`src/rtl/dmem_pkg.sv`:
```
// Shared types and constants for the wait-state data-memory responder.
package dmem_pkg;

  localparam int WORD_BYTES = 4;
  localparam int ADDR_LSB   = 2;

  typedef enum logic [1:0] {IDLE, WAIT, RESP} dmem_state_t;

  // Request as captured on the accept edge; later input changes are ignored.
  typedef struct packed {
    logic                  we;
    logic [31:0]           addr;
    logic [31:0]           wdata;
    logic [WORD_BYTES-1:0] be;
  } dmem_req_t;

endpackage

```
`src/rtl/dmem_array.sv`:
```
// Word storage split into byte lanes: synchronous byte-enabled write, asynchronous read, no reset.
module dmem_array
  import dmem_pkg::*;
#(
  parameter int DEPTH = 64,
  parameter int IDX_W = 6
) (
  input  logic                  clk,
  input  logic                  we,
  input  logic [WORD_BYTES-1:0] be,
  input  logic [IDX_W-1:0]      addr,
  input  logic [31:0]           wdata,
  output logic [31:0]           rdata
);

  for (genvar gi = 0; gi < WORD_BYTES; gi++) begin : g_lane
    logic [7:0] lane [DEPTH];

    always_ff @(posedge clk) begin
      if (we && be[gi]) begin
        lane[addr] <= wdata[8*gi +: 8];
      end
    end

    assign rdata[8*gi +: 8] = lane[addr];
  end

endmodule

```
`src/rtl/dmem_responder.sv`:
```
// Single-outstanding load/store responder with LATENCY wait states between accept and response.
module dmem_responder
  import dmem_pkg::*;
#(
  parameter int DEPTH   = 64,
  parameter int LATENCY = 2
) (
  input  logic        clk,
  input  logic        reset,
  input  logic        req_valid,
  output logic        req_ready,
  input  logic        req_we,
  input  logic [31:0] req_addr,
  input  logic [31:0] req_wdata,
  input  logic [3:0]  req_be,
  output logic        rsp_valid,
  input  logic        rsp_ready,
  output logic [31:0] rsp_rdata,
  output logic        rsp_err
);

  localparam int          IDX_W    = (DEPTH > 1) ? $clog2(DEPTH) : 1;
  localparam logic [29:0] DEPTH_W  = 30'(DEPTH);
  localparam logic [3:0]  CNT_INIT = 4'(LATENCY - 1);

  dmem_state_t state_reg, state_next;
  logic [3:0]  cnt_reg, cnt_next;
  dmem_req_t   req_reg, req_next;
  logic        ready_reg;
  logic [31:0] rdata_reg, rdata_next;
  logic        err_reg, err_next;

  logic        addr_err;
  logic        access;
  logic        mem_we;
  logic [31:0] mem_rdata;

  assign addr_err = (req_reg.addr[ADDR_LSB-1:0] != '0) ||
                    (req_reg.addr[31:ADDR_LSB] >= DEPTH_W);
  assign access   = (state_reg == WAIT) && (cnt_reg == '0);
  // Errored stores must never reach the array, even though the low index bits alias a valid word.
  assign mem_we   = access && req_reg.we && !addr_err;

  dmem_array #(
    .DEPTH (DEPTH),
    .IDX_W (IDX_W)
  ) u_array (
    .clk   (clk),
    .we    (mem_we),
    .be    (req_reg.be),
    .addr  (req_reg.addr[IDX_W+ADDR_LSB-1:ADDR_LSB]),
    .wdata (req_reg.wdata),
    .rdata (mem_rdata)
  );

  always_comb begin
    state_next = state_reg;
    cnt_next   = cnt_reg;
    req_next   = req_reg;
    rdata_next = rdata_reg;
    err_next   = err_reg;
    case (state_reg)
      IDLE: begin
        if (req_valid && ready_reg) begin
          req_next   = '{we: req_we, addr: req_addr, wdata: req_wdata, be: req_be};
          cnt_next   = CNT_INIT;
          state_next = WAIT;
        end
      end
      WAIT: begin
        if (cnt_reg == '0) begin
          rdata_next = (!req_reg.we && !addr_err) ? mem_rdata : '0;
          err_next   = addr_err;
          state_next = RESP;
        end else begin
          cnt_next = cnt_reg - 4'd1;
        end
      end
      RESP: begin
        if (rsp_ready) begin
          state_next = IDLE;
        end
      end
      default: state_next = IDLE;
    endcase
  end

  // ready is registered so it stays low until the first edge after reset release.
  always_ff @(posedge clk or negedge reset) begin
    if (!reset) begin
      state_reg <= IDLE;
      cnt_reg   <= '0;
      req_reg   <= '0;
      ready_reg <= 1'b0;
      rdata_reg <= '0;
      err_reg   <= 1'b0;
    end else begin
      state_reg <= state_next;
      cnt_reg   <= cnt_next;
      req_reg   <= req_next;
      ready_reg <= (state_next == IDLE);
      rdata_reg <= rdata_next;
      err_reg   <= err_next;
    end
  end

  assign req_ready = ready_reg;
  assign rsp_valid = (state_reg == RESP);
  assign rsp_rdata = rdata_reg;
  assign rsp_err   = err_reg;

endmodule

```
`config.mk`:
```
export PLATFORM = sky130hd
export DESIGN_NAME = dmem_responder
export DESIGN_NICKNAME = d
export VERILOG_FILES = /design/src/rtl/dmem_pkg.sv /design/src/rtl/dmem_array.sv /design/src/rtl/dmem_responder.sv
export SDC_FILE = /design/constraint.sdc
export NUM_CORES = 2
export LEC_CHECK = 0
export CAP_MARGIN = 30
export CORE_UTILIZATION = 35
export DETAILED_ROUTE_END_ITERATION = 12
export RECOVER_POWER = 100
export SLEW_MARGIN = 5
export SYNTH_ARGS = -nofsm -noshare
export SYNTH_HDL_FRONTEND = slang
export SYNTH_HIERARCHICAL = 1
export SYNTH_SLANG_ARGS = --single-unit
```
`constraint.sdc`:
```
create_clock -name clk -period 3.6 [get_ports clk]
set_clock_uncertainty 0.05 [all_clocks]
set_input_delay 0.54 -clock clk [delete_from_list [all_inputs] [get_ports clk]]
set_output_delay 0.54 -clock clk [all_outputs]
set_load 0.05 [all_outputs]
```
==> flow_summary.ini <==
[grt]
grt_pass1_wl_um = 361000
overflow = 0
grt_antenna_before_repair = 9
grt_pass1_vias = 48800
grt_usage_pct = 20.6
grt_max_degree = 62

[logic_synthesis]
ys_async_sr_fraction_pct = 5.05
synthFlopType = edfxtp_1
seq_area_frac_synth_pct = 76.8
syn_avg_cell_area_um2 = 16.9
yosysWarnings = 6
synth_edf_count = 2048
ys_ff_latch = 2157
synth_cell_types = 59
synthCells = 4958
synth_area_um2 = 83600
synth_nets = 5033

[die]
ios = 108
die_y_um = 491
core.rowCount = 179
die_area_um2 = 241000
core_um2 = 238000
start_util_pct = 35.2
die_x_um = 491

[clock_tree]
clkSlewWorstSetupHoldPaths_ns = 0.06
insertion_delay_ns = 0.87
numCtsBuffers = 206
cts_tree = built
htreeDepth = 4
cts_sinks = 2157
clock_path_buffers = 3
clock-root-buffer = clkbuf_16

[critical_path]
r2r-start = req_reg[39]
worst_r2r_path_depth = 6
critPathRequiredTime_ns = 4.02
critPathArrivalTime_ns = 4.04
rr_endpoint = u_array/g_lane[3].lane[25][0]
timing.reg2reg.setup_slack_ns = -0.02
startpoint_type = register
cp-end-kind = register
cp_max_fo = 17
critPathKind = register to register

[sta]
min_period_over_period_pct = 100
setup_viol = 8
grt_setup_unrepaired = true
whs_ns = 0.160
layout_setup_ws_ns = -0.0160
slew_headroom_pct = -70.9
max_freq_ghz = 0.277
hold_violations = 0
timing.final.crit_period_ns = 3.62
worst_pin_slew_ns = 2.56
fin_tns_setup_ns = -0.0759
slew_viol_final = 1002

[detailed_routing]
dr.pass1.iters = 8
drc_errors = 0
vias = 50200
wirelength_um = 254000
drtAntennaViolNets = 0
avgRoutedWirePerCell_um = 29.5
vias_per_cell = 5.83
drt_iter0_drc = 6186

[hold_path]
worstHoldPathCells = 3
min_to = req_reg[28]
min_from = req_wdata[24]
hp-class = input pin to register

[run_status]
violations = max-capacitance violations, max-slew violations, negative setup slack
status = complete, but fails checks

[placement]
dpl.cell_count = 8214
gp_congestion = 0.910
dpl_cell_area_um2 = 90800
port_buffers = 107
dp_hpwl_um = 166000

[layout]
antenna_cells = 0
layout_commonest_cell = edfxtp_1
fin_nets = 5343
largest_reg_flops = 2048
drive_gt1_share_pct = 18.8
final_area_um2 = 97700
areaGrowthSynthToFinish_pct = 16.9
layout_common_cells = 2048 x edfxtp_1, 331 x a22oi_1, 304 x nand2_1
final_cells = 8617

[job]
maxCapViolations = 25

[power]
p_total_uw = 79000
p_leak_uw = 0.0311
ir_worst_vdd_mv = 0.628
powerDensity_nw_per_um2 = 808
==> critical path, stage by stage (launching register included) <==
cell and delay, ns:
dfrtp_4 0.60, nand2b_2 0.49, nor2_1 0.78, buf_4 0.30, nand2_1 0.06, buf_4 0.21, nor2_1 0.70
==> timing repair <==
action / CTS / global route
hold buffers: 1 / 0
resized for setup: 61 / 102
endpoints found under the hold margin: 49 / 0
setup endpoints to repair: 1815 / 970
buffers inserted: 0 / 5
cloned: 0 / 1
==> synth_stat cells, types with 18 or more instances <==
| cell | count | area, um2 |
|---|---|---|
| nand2_1 | 308 | 1160 |
| buf_4 | 19 | 143 |
| o21ai_0 | 106 | 531 |
| a22o_1 | 32 | 280 |
| a211oi_1 | 31 | 233 |
| o31ai_1 | 59 | 443 |
| mux2i_1 | 171 | 1710 |
| buf_1 | 35 | 131 |
| mux2_2 | 62 | 698 |
| nor2b_1 | 41 | 257 |
| buf_2 | 91 | 455 |
| o22ai_1 | 212 | 1330 |
| clkbuf_1 | 216 | 811 |
| nand3_1 | 18 | 90.1 |
| a22oi_1 | 331 | 2480 |
| a21oi_1 | 83 | 415 |
| or4_1 | 31 | 233 |
| o2111ai_1 | 31 | 272 |
| a221oi_1 | 179 | 1570 |
| dfrtp_1 | 109 | 2730 |
| edfxtp_1 | 2048 | 61500 |
| nor3_1 | 22 | 110 |
| nor2_1 | 403 | 1510 |
| mux4_2 | 125 | 2820 |
==> worst max-delay path by stage <==
stage / cells after the start / to / start / slack, ns
floorplan: 10 / u_array/g_lane[2].lane[14][0] / cnt_reg[0] / 0.83
global placement: 9 / u_array/g_lane[0].lane[33][0] / req_reg[60] / -0.44
detailed placement: 9 / u_array/g_lane[0].lane[37][4] / req_reg[60] / -0.40
CTS: 9 / u_array/g_lane[0].lane[2][3] / req_reg[60] / 0.00009
global route: 12 / rsp_rdata[14] / req_reg[40] / -0.01
finish: 6 / u_array/g_lane[3].lane[25][0] / req_reg[39] / -0.02
==> layout make-up <==
class	instances	area, um2
Inverter	8	33.8
Sequential cell	2157	64200
Timing Repair Buffer	480	4660
Fill cell	21100	140000
Multi-Input combinational cell	2415	18200
Clock buffer	283	5650
Clock inverter	107	951
Tap cell	3167	3960
==> power by group <==
| group | leakage, uW | internal (uW) | switching (uW) | total (uW) |
|---|---|---|---|---|
| sequential | 0.0200 | 31200 | 2170 | 33400 |
| clock | 0.00323 | 11800 | 9390 | 21200 |
| combinational | 0.00783 | 7940 | 16400 | 24400 |
| total | 0.0311 | 51000 | 28000 | 79000 |
==> cells by family after synthesis <==
logic type      count (synthesis)  synth area share (%)
flops                        2157                  76.8
compound gates               1151                  10.0
simple gates                  890                  4.55
buf+inv                       387                  2.11
mux                           371                  6.48
fa+ha+maj                       2                0.0299
==> through the flow <==
| step | utilization [%] | setup WS, ns |
|---|---|---|
| final | 41.1 | -0.0160 |
| after global routing | 41.1 | -0.0138 |
| after CTS | 41.1 | 0.0000941 |
| after detailed placement | 38.2 | -0.399 |
| after global placement | 38.1 | -0.441 |
| after floorplan | - | 0.831 |
==> routing by layer <==
| layer | global-route usage, % | share of wire (%) | vias up |
|---|---|---|---|
| li1 | - | - | 20700 |
| met1 | 28.4 | 40 | 26000 |
| met2 | 31.7 | 46 | 3055 |
| met3 | 4.79 | 11 | 486 |
| met4 | 7.42 | 3.8 | 2 |
| met5 | 0 | 0.0051 | - |
Note: power is estimated with default switching activity, not from simulation.
